===== config.mk =====
export PLATFORM = sky130hd
export DESIGN_NAME = mips_multicycle_ctrl
export DESIGN_NICKNAME = d
export VERILOG_FILES = /design/src/rtl/mips_multicycle_ctrl_pkg.sv /design/src/rtl/mips_multicycle_ctrl_op_decode.sv /design/src/rtl/mips_multicycle_ctrl.sv
export SDC_FILE = /design/constraint.sdc
export NUM_CORES = 1
export LEC_CHECK = 0
export BUFFER_PORTS_ARGS = -buffer_cell sky130_fd_sc_hd__buf_2
export CAP_MARGIN = 15
export CORE_MARGIN = 1
export CORE_UTILIZATION = 50
export DETAILED_ROUTE_END_ITERATION = 16
export HOLD_SLACK_MARGIN = 0.03
export PLACE_DENSITY = 0.83
export SLEW_MARGIN = 10
export SYNTH_ARGS = -nofsm -noshare
export SYNTH_HDL_FRONTEND = slang
export SYNTH_SLANG_ARGS = --single-unit

===== constraint.sdc =====
create_clock -name clock -period 4.25 [get_ports clock]
set_clock_uncertainty 0.15 [all_clocks]
set_input_delay 0.85 -clock clock [delete_from_list [all_inputs] [get_ports clock]]
set_output_delay 0.85 -clock clock [all_outputs]
set_load 0.01 [all_outputs]

===== src/rtl/mips_multicycle_ctrl_pkg.sv =====
// Shared types and constants for the multi-cycle MIPS control unit.
// Opcode/funct values, ALU codes, select encodings, state and class enums.
package mips_multicycle_ctrl_pkg;

   typedef enum logic [2:0] {
      S_FETCH, S_DECODE, S_EXEC, S_MEM, S_WB, S_HALT
   } state_e;

   typedef enum logic [3:0] {
      C_NOP, C_R, C_JR, C_IALU,
      C_LW, C_LB, C_LBU, C_SW, C_SB,
      C_BEQ, C_BNE, C_J, C_JAL
   } cls_e;

   // Latched per-instruction control: class plus ALU code and extend mode
   typedef struct packed {
      cls_e       cls;
      logic [5:0] alu;
      logic       zext;
   } ictl_t;

   localparam logic [5:0] OP_R     = 6'h00;
   localparam logic [5:0] OP_J     = 6'h02;
   localparam logic [5:0] OP_JAL   = 6'h03;
   localparam logic [5:0] OP_BEQ   = 6'h04;
   localparam logic [5:0] OP_BNE   = 6'h05;
   localparam logic [5:0] OP_ADDIU = 6'h09;
   localparam logic [5:0] OP_SLTI  = 6'h0A;
   localparam logic [5:0] OP_SLTIU = 6'h0B;
   localparam logic [5:0] OP_ANDI  = 6'h0C;
   localparam logic [5:0] OP_ORI   = 6'h0D;
   localparam logic [5:0] OP_XORI  = 6'h0E;
   localparam logic [5:0] OP_LUI   = 6'h0F;
   localparam logic [5:0] OP_LB    = 6'h20;
   localparam logic [5:0] OP_LW    = 6'h23;
   localparam logic [5:0] OP_LBU   = 6'h24;
   localparam logic [5:0] OP_SB    = 6'h28;
   localparam logic [5:0] OP_SW    = 6'h2B;

   localparam logic [5:0] FN_SLL  = 6'h00;
   localparam logic [5:0] FN_SRL  = 6'h02;
   localparam logic [5:0] FN_SRA  = 6'h03;
   localparam logic [5:0] FN_JR   = 6'h08;
   localparam logic [5:0] FN_ADDU = 6'h21;
   localparam logic [5:0] FN_SUBU = 6'h23;
   localparam logic [5:0] FN_AND  = 6'h24;
   localparam logic [5:0] FN_OR   = 6'h25;
   localparam logic [5:0] FN_XOR  = 6'h26;
   localparam logic [5:0] FN_NOR  = 6'h27;
   localparam logic [5:0] FN_SLT  = 6'h2A;
   localparam logic [5:0] FN_SLTU = 6'h2B;

   // R-type ALU codes equal funct; these cover the non-R cases
   localparam logic [5:0] ALU_ADD = FN_ADDU;
   localparam logic [5:0] ALU_BEQ = 6'h04;
   localparam logic [5:0] ALU_BNE = 6'h05;
   localparam logic [5:0] ALU_LUI = 6'h0F;

   localparam logic [1:0] SZ_BYTE = 2'd0;
   localparam logic [1:0] SZ_WORD = 2'd2;

   localparam logic [1:0] PC_SEQ = 2'd0;
   localparam logic [1:0] PC_BR  = 2'd1;
   localparam logic [1:0] PC_JMP = 2'd2;
   localparam logic [1:0] PC_JR  = 2'd3;

   localparam logic [1:0] RD_RT  = 2'd0;
   localparam logic [1:0] RD_RD  = 2'd1;
   localparam logic [1:0] RD_R31 = 2'd2;

   localparam logic [1:0] M2R_ALU = 2'd0;
   localparam logic [1:0] M2R_MEM = 2'd1;
   localparam logic [1:0] M2R_PC4 = 2'd2;

   localparam ictl_t CTL_NOP = '{cls: C_NOP, alu: 6'h00, zext: 1'b0};

endpackage


===== src/rtl/mips_multicycle_ctrl_op_decode.sv =====
// Combinational opcode/funct decoder for the multi-cycle control unit.
// Produces the instruction class bundle; unknown encodings flag illegal.
module mips_multicycle_ctrl_op_decode
   import mips_multicycle_ctrl_pkg::*;
(
   input  logic [5:0] opcode_i,
   input  logic [5:0] funct_i,
   output ictl_t      ctl_o,
   output logic       illegal_o
);

   // Map the instruction word fields onto a class and its ALU code
   always_comb begin
      ctl_o     = CTL_NOP;
      illegal_o = 1'b0;
      unique case (opcode_i)
         OP_R: begin
            unique case (funct_i)
               FN_ADDU, FN_SUBU, FN_AND, FN_OR,
               FN_XOR, FN_NOR, FN_SLT, FN_SLTU,
               FN_SLL, FN_SRL, FN_SRA: begin
                  ctl_o.cls = C_R;
                  ctl_o.alu = funct_i;
               end
               FN_JR:   ctl_o.cls = C_JR;
               default: illegal_o = 1'b0 | 1'b1;
            endcase
         end
         OP_ADDIU: ctl_o = '{cls: C_IALU, alu: FN_ADDU, zext: 1'b0};
         OP_SLTI:  ctl_o = '{cls: C_IALU, alu: FN_SLT,  zext: 1'b0};
         OP_SLTIU: ctl_o = '{cls: C_IALU, alu: FN_SLTU, zext: 1'b0};
         OP_ANDI:  ctl_o = '{cls: C_IALU, alu: FN_AND,  zext: 1'b1};
         OP_ORI:   ctl_o = '{cls: C_IALU, alu: FN_OR,   zext: 1'b1};
         OP_XORI:  ctl_o = '{cls: C_IALU, alu: FN_XOR,  zext: 1'b1};
         OP_LUI:   ctl_o = '{cls: C_IALU, alu: ALU_LUI, zext: 1'b0};
         OP_LW:    ctl_o = '{cls: C_LW,   alu: ALU_ADD, zext: 1'b0};
         OP_LB:    ctl_o = '{cls: C_LB,   alu: ALU_ADD, zext: 1'b0};
         OP_LBU:   ctl_o = '{cls: C_LBU,  alu: ALU_ADD, zext: 1'b0};
         OP_SW:    ctl_o = '{cls: C_SW,   alu: ALU_ADD, zext: 1'b0};
         OP_SB:    ctl_o = '{cls: C_SB,   alu: ALU_ADD, zext: 1'b0};
         OP_BEQ:   ctl_o = '{cls: C_BEQ,  alu: ALU_BEQ, zext: 1'b0};
         OP_BNE:   ctl_o = '{cls: C_BNE,  alu: ALU_BNE, zext: 1'b0};
         OP_J:     ctl_o.cls = C_J;
         OP_JAL:   ctl_o.cls = C_JAL;
         default:  illegal_o = 1'b1;
      endcase
   end

endmodule


===== src/rtl/mips_multicycle_ctrl.sv =====
// Multi-cycle MIPS control FSM: sequences fetch/decode/exec/mem/wb,
// stalls on the data memory handshake and counts retired instructions.
module mips_multicycle_ctrl
   import mips_multicycle_ctrl_pkg::*;
#(
   parameter int CNT_W    = 32,
   parameter bit HALT_ILL = 1'b0
) (
   input  logic             clock,
   input  logic             reset,
   input  logic [5:0]       opcode,
   input  logic [5:0]       funct,
   input  logic             alu_branch,
   input  logic             mem_ready,
   output logic             pc_write,
   output logic [1:0]       pc_src,
   output logic             ir_write,
   output logic [1:0]       reg_dst,
   output logic             reg_write,
   output logic [1:0]       mem_to_reg,
   output logic             alu_src,
   output logic             ext_zero,
   output logic [5:0]       alu_op,
   output logic             mem_re,
   output logic             mem_we,
   output logic [1:0]       mem_size,
   output logic             illegal,
   output logic             halted,
   output logic [CNT_W-1:0] retired
);

   localparam logic [CNT_W-1:0] ONE = CNT_W'(1);

   state_e           state_q;
   ictl_t            ctl_q;
   ictl_t            dec_ctl;
   logic             dec_ill;
   logic [CNT_W-1:0] retired_q;
   logic             is_load;
   logic             is_store;
   logic             is_byte;

   mips_multicycle_ctrl_op_decode u_dec (
      .opcode_i  (opcode),
      .funct_i   (funct),
      .ctl_o     (dec_ctl),
      .illegal_o (dec_ill)
   );

   assign is_load  = ctl_q.cls inside {C_LW, C_LB, C_LBU};
   assign is_store = ctl_q.cls inside {C_SW, C_SB};
   assign is_byte  = ctl_q.cls inside {C_LB, C_LBU, C_SB};
   assign retired  = retired_q;

   // State, latched class and retire counter; reset abandons any instruction
   always_ff @(posedge clock or negedge reset) begin
      if (!reset) begin
         state_q   <= S_FETCH;
         ctl_q     <= CTL_NOP;
         retired_q <= '0;
      end else begin
         if (pc_write) retired_q <= retired_q + ONE;
         unique case (state_q)
            S_FETCH:  state_q <= S_DECODE;
            S_DECODE: begin
               ctl_q   <= dec_ctl;
               state_q <= (dec_ill && HALT_ILL) ? S_HALT : S_EXEC;
            end
            S_EXEC: begin
               unique case (ctl_q.cls)
                  C_LW, C_LB, C_LBU,
                  C_SW, C_SB:        state_q <= S_MEM;
                  C_R, C_IALU, C_JAL: state_q <= S_WB;
                  default:           state_q <= S_FETCH;
               endcase
            end
            S_MEM: begin
               if (mem_ready) state_q <= is_load ? S_WB : S_FETCH;
            end
            S_WB:    state_q <= S_FETCH;
            S_HALT:  state_q <= S_HALT;
            default: state_q <= S_FETCH;
         endcase
      end
   end

   // Datapath controls from state and latched class
   always_comb begin
      pc_write   = 1'b0;
      pc_src     = PC_SEQ;
      ir_write   = 1'b0;
      reg_dst    = RD_RT;
      reg_write  = 1'b0;
      mem_to_reg = M2R_ALU;
      alu_src    = 1'b0;
      ext_zero   = 1'b0;
      alu_op     = 6'h00;
      mem_re     = 1'b0;
      mem_we     = 1'b0;
      mem_size   = SZ_BYTE;
      illegal    = 1'b0;
      halted     = 1'b0;
      unique case (state_q)
         S_DECODE: begin
            ir_write = 1'b1;
            illegal  = dec_ill;
         end
         S_EXEC: begin
            alu_op   = ctl_q.alu;
            ext_zero = ctl_q.zext;
            alu_src  = is_load || is_store || ctl_q.cls == C_IALU;
            unique case (ctl_q.cls)
               C_BEQ, C_BNE: begin
                  pc_write = 1'b1;
                  pc_src   = alu_branch ? PC_BR : PC_SEQ;
               end
               C_J: begin
                  pc_write = 1'b1;
                  pc_src   = PC_JMP;
               end
               C_JR: begin
                  pc_write = 1'b1;
                  pc_src   = PC_JR;
               end
               C_NOP:   pc_write = 1'b1;
               default: ;
            endcase
         end
         S_MEM: begin
            alu_op   = ALU_ADD;
            alu_src  = 1'b1;
            mem_size = is_byte ? SZ_BYTE : SZ_WORD;
            mem_re   = is_load;
            mem_we   = is_store;
            pc_write = is_store && mem_ready;
         end
         S_WB: begin
            reg_write = 1'b1;
            pc_write  = 1'b1;
            unique case (ctl_q.cls)
               C_R: reg_dst = RD_RD;
               C_LW, C_LB, C_LBU: mem_to_reg = M2R_MEM;
               C_JAL: begin
                  reg_dst    = RD_R31;
                  mem_to_reg = M2R_PC4;
                  pc_src     = PC_JMP;
               end
               default: ;
            endcase
         end
         S_HALT:  halted = 1'b1;
         default: ;
      endcase
   end

endmodule


==> impl_metrics.tcl <==
set metrics [dict create \
    status "completed" \
    p_leak_nw 1.59 \
    cp-end-kind "output port" \
    place.gp.congestion 0.911 \
    worstSetupPathType "reg -> out" \
    reg2reg_slack_ns 1.64 \
    grt.overflow.total 0 \
    critPathSlowestCell "or4b_4" \
    cp.arrival_ns 2.29 \
    area_growth_pct 15.6 \
    post-route-util_pct 60.5 \
    final_common_cell "buf_2" \
    insertion_delay_ns 0.30 \
    grt_max_degree 47 \
    path_clk_slew_ns 0.08 \
    grt_pass1_vias 2364 \
    reg2reg_depth 5 \
    crit_buf_inv 3 \
    cp.required_ns 3.25 \
    cts_tree "built" \
    mostFrequentLayoutCells "69 x buf_2, 46 x dfrtp_1, 30 x nand2_1" \
    synth-edff-count 0 \
    worstMarginPinSlew_ns 0.974 \
    htreeDepth 2 \
    core_area_um2 5540 \
    numCtsBuffers 5 \
    dr.pass1.iters 5 \
    cp_max_fo 14 \
    powerDensity_nw_per_um2 414 \
    crit_path_max_incr_delay_ns 0.61 \
    n_antenna_cell 0 \
    ant_nets 0 \
    r2r_start "state_q[0]$_DFFE_PN0P_" \
    async_reset_ff_share_pct 100 \
    finalHoldViolations 0 \
    drc 0 \
    cp.depth 6 \
    start_kind "register" \
    ys.flop_type "dfrtp_1" \
    ys_ff_latch 46 \
    cts_root_buffer "clkbuf_8" \
    drv_slew 0 \
    rsz0062_at_grt "false" \
    io_pins 71 \
    cts.sinks 46 \
    fmax_mhz 304 \
    synth_fp_nets 350 \
    min-delay-path-class "reg -> reg" \
    setup-tns-final_ns 0 \
    avgSynthCellArea_um2 8.70 \
    start_util_pct 52.3 \
    cpLargestDelayFamily "simple AND/OR/NAND/NOR gates" \
    clock_path_buffers 2 \
    synthDistinctLibCells 57 \
    crit_end "pc_write" \
    period_minus_slack_ns 3.29 \
    crit_chain "or4b_4 -> o31ai_2 -> nor2_1 -> buf_4 -> inv_1 -> buf_2" \
    period_share_pct 77.3 \
    reg2reg_to "retired[28]$_DFFE_PN0P_" \
    die_y_um 78.1 \
    max-slew-margin-rel_pct 35.1 \
    dp_slack_ns 1.03 \
    fillers 528 \
    rows 27 \
    crit_start "state_q[0]$_DFFE_PN0P_" \
    cts_setup_buffers 0 \
    dp_hpwl_um 4670 \
    grt_use_total_pct 21.9 \
    finish.net_count 408 \
    routed_wl_um 6320 \
    drive_gt1_share_pct 24.5 \
    seq_area_frac_synth_pct 39.7 \
    syn_area_um2 2900 \
    drv_cap 0 \
    via_count 2598 \
    antenna_found_initial 0 \
    via_per_inst 5.60 \
    synth_warnings 0 \
    fin_ws_ns 0.963 \
    portBuffers 69 \
    die_x_um 78.1 \
    setup_viol 0 \
    die-area_um2 6100 \
    dr.first_iter.drc_count 232 \
    grt_pass1_wl_um 10900 \
    vdd_ir_drop_max_v 0.000196 \
    holdBufCountCts 0 \
    wl_per_cell_um 13.6 \
    cts_resized 0 \
    synthCells 333 \
]
## cells by family (layout without fill, tap and decap cells)
| logic type | after synthesis | in the layout | share of synthesized area [%] |
|---|---|---|---|
| fa+ha+maj | 1 | 1 | 0.432 |
| buf+inv | 35 | 94 | 5.01 |
| simple gates | 153 | 153 | 30.2 |
| compound gates | 65 | 65 | 14.8 |
| flops | 46 | 46 | 39.7 |
| xor+xnor | 32 | 32 | 9.68 |
| other cells | 1 | 1 | 0.129 |
## Yosys cell counts, types with 2 or more instances
| cell | number | area [um^2] |
|---|---|---|
| nand4b_1 | 2 | 17.5 |
| nor2b_1 | 10 | 62.6 |
| nand2b_1 | 8 | 50.1 |
| a21oi_1 | 14 | 70.1 |
| nor2_1 | 28 | 105 |
| or3_1 | 3 | 18.8 |
| and2_1 | 9 | 56.3 |
| a22o_1 | 2 | 17.5 |
| o211ai_1 | 2 | 15.0 |
| nor3_1 | 12 | 60.1 |
| dfrtp_1 | 46 | 1150 |
| buf_2 | 2 | 10.0 |
| a31oi_1 | 2 | 12.5 |
| nand2_1 | 30 | 113 |
| nand4_1 | 3 | 18.8 |
| a211oi_1 | 2 | 15.0 |
| nor3_2 | 7 | 70.1 |
| nor3b_2 | 2 | 25.0 |
| nor4_1 | 10 | 62.6 |
| xor2_1 | 24 | 210 |
| or4b_4 | 2 | 27.5 |
| and3_1 | 3 | 18.8 |
| o21ai_0 | 22 | 110 |
| a2111o_1 | 2 | 22.5 |
| clkbuf_1 | 15 | 56.3 |
| a21boi_0 | 2 | 15.0 |
| xnor2_1 | 8 | 70.1 |
| or4_1 | 2 | 15.0 |
| inv_1 | 16 | 60.1 |
| nand3_1 | 11 | 55.1 |
| o32ai_1 | 2 | 17.5 |
| nor3b_1 | 3 | 22.5 |
| a22oi_1 | 3 | 22.5 |
## report_power, final
group	switching, mW	leakage [nW]	internal (mW)
registers	0.109	0.577	0.502
clock network	0.143	0.0472	0.131
logic	0.308	0.968	0.194
total	0.560	1.59	0.827
## stage by stage
step | cell area [um^2] | total power, mW | instances | hold slack [ns]
6_report | 3350 | 1.39 | 464 | 0.323
5_1_grt | 3350 | 1.49 | 464 | 0.349
4_1_cts | 3350 | 1.39 | 464 | 0.323
3_5_place_dp | 3250 | 1.12 | 456 | 0.306
3_3_place_gp | 3250 | 1.10 | 456 | 0.301
2_1_floorplan | 2900 | 0.964 | 333 | 0.292
## layer usage
layer / up-vias / GRT usage, % / share of wire (%)
li1: 1285 / - / -
met1: 1235 / 29.6 / 45
met5: - / 0 / 0
met2: 74 / 36.1 / 49
met4: 0 / 5.56 / 0.76
met3: 4 / 4.19 / 5.0
## worst min path at each step
stage,start,endpoint,cells past startpoint
floorplan,ctl_q[2]$_DFFE_PN0P_,ctl_q[2]$_DFFE_PN0P_,2
global placement,retired[31]$_DFFE_PN0P_,retired[31]$_DFFE_PN0P_,1
detailed placement,retired[31]$_DFFE_PN0P_,retired[31]$_DFFE_PN0P_,1
CTS,retired[31]$_DFFE_PN0P_,retired[31]$_DFFE_PN0P_,1
global route,ctl_q[5]$_DFFE_PN0P_,ctl_q[5]$_DFFE_PN0P_,1
finish,retired[31]$_DFFE_PN0P_,retired[31]$_DFFE_PN0P_,1
## state kept, by name (all words and copies together), names as in the netlist
| name | cells |
|---|---|
| retired | 32 |
| state_q | 3 |
| ctl_q | 11 |
## cell type report
| cell class | instances | area, um^2 | area share [%] |
|---|---|---|---|
| clock buffer | 6 | 82.6 | 2.47 |
| clock inverter | 2 | 12.5 | 0.374 |
| inverter | 16 | 60.1 | 1.79 |
| multi-input combinational | 252 | 1600 | 47.8 |
| sequential | 46 | 1150 | 34.4 |
| tap | 72 | 90.1 | 2.69 |
| timing repair buffer | 70 | 353 | 10.5 |
## worst register-to-register path: cells and delay by family (launching register included)
kind	cells	cell delay (ns)
simple gates	2	1.05
compound gates	2	0.64
flops	1	0.50
xor+xnor	1	0.19
No activity file was read; power rests on OpenSTA's default activity.
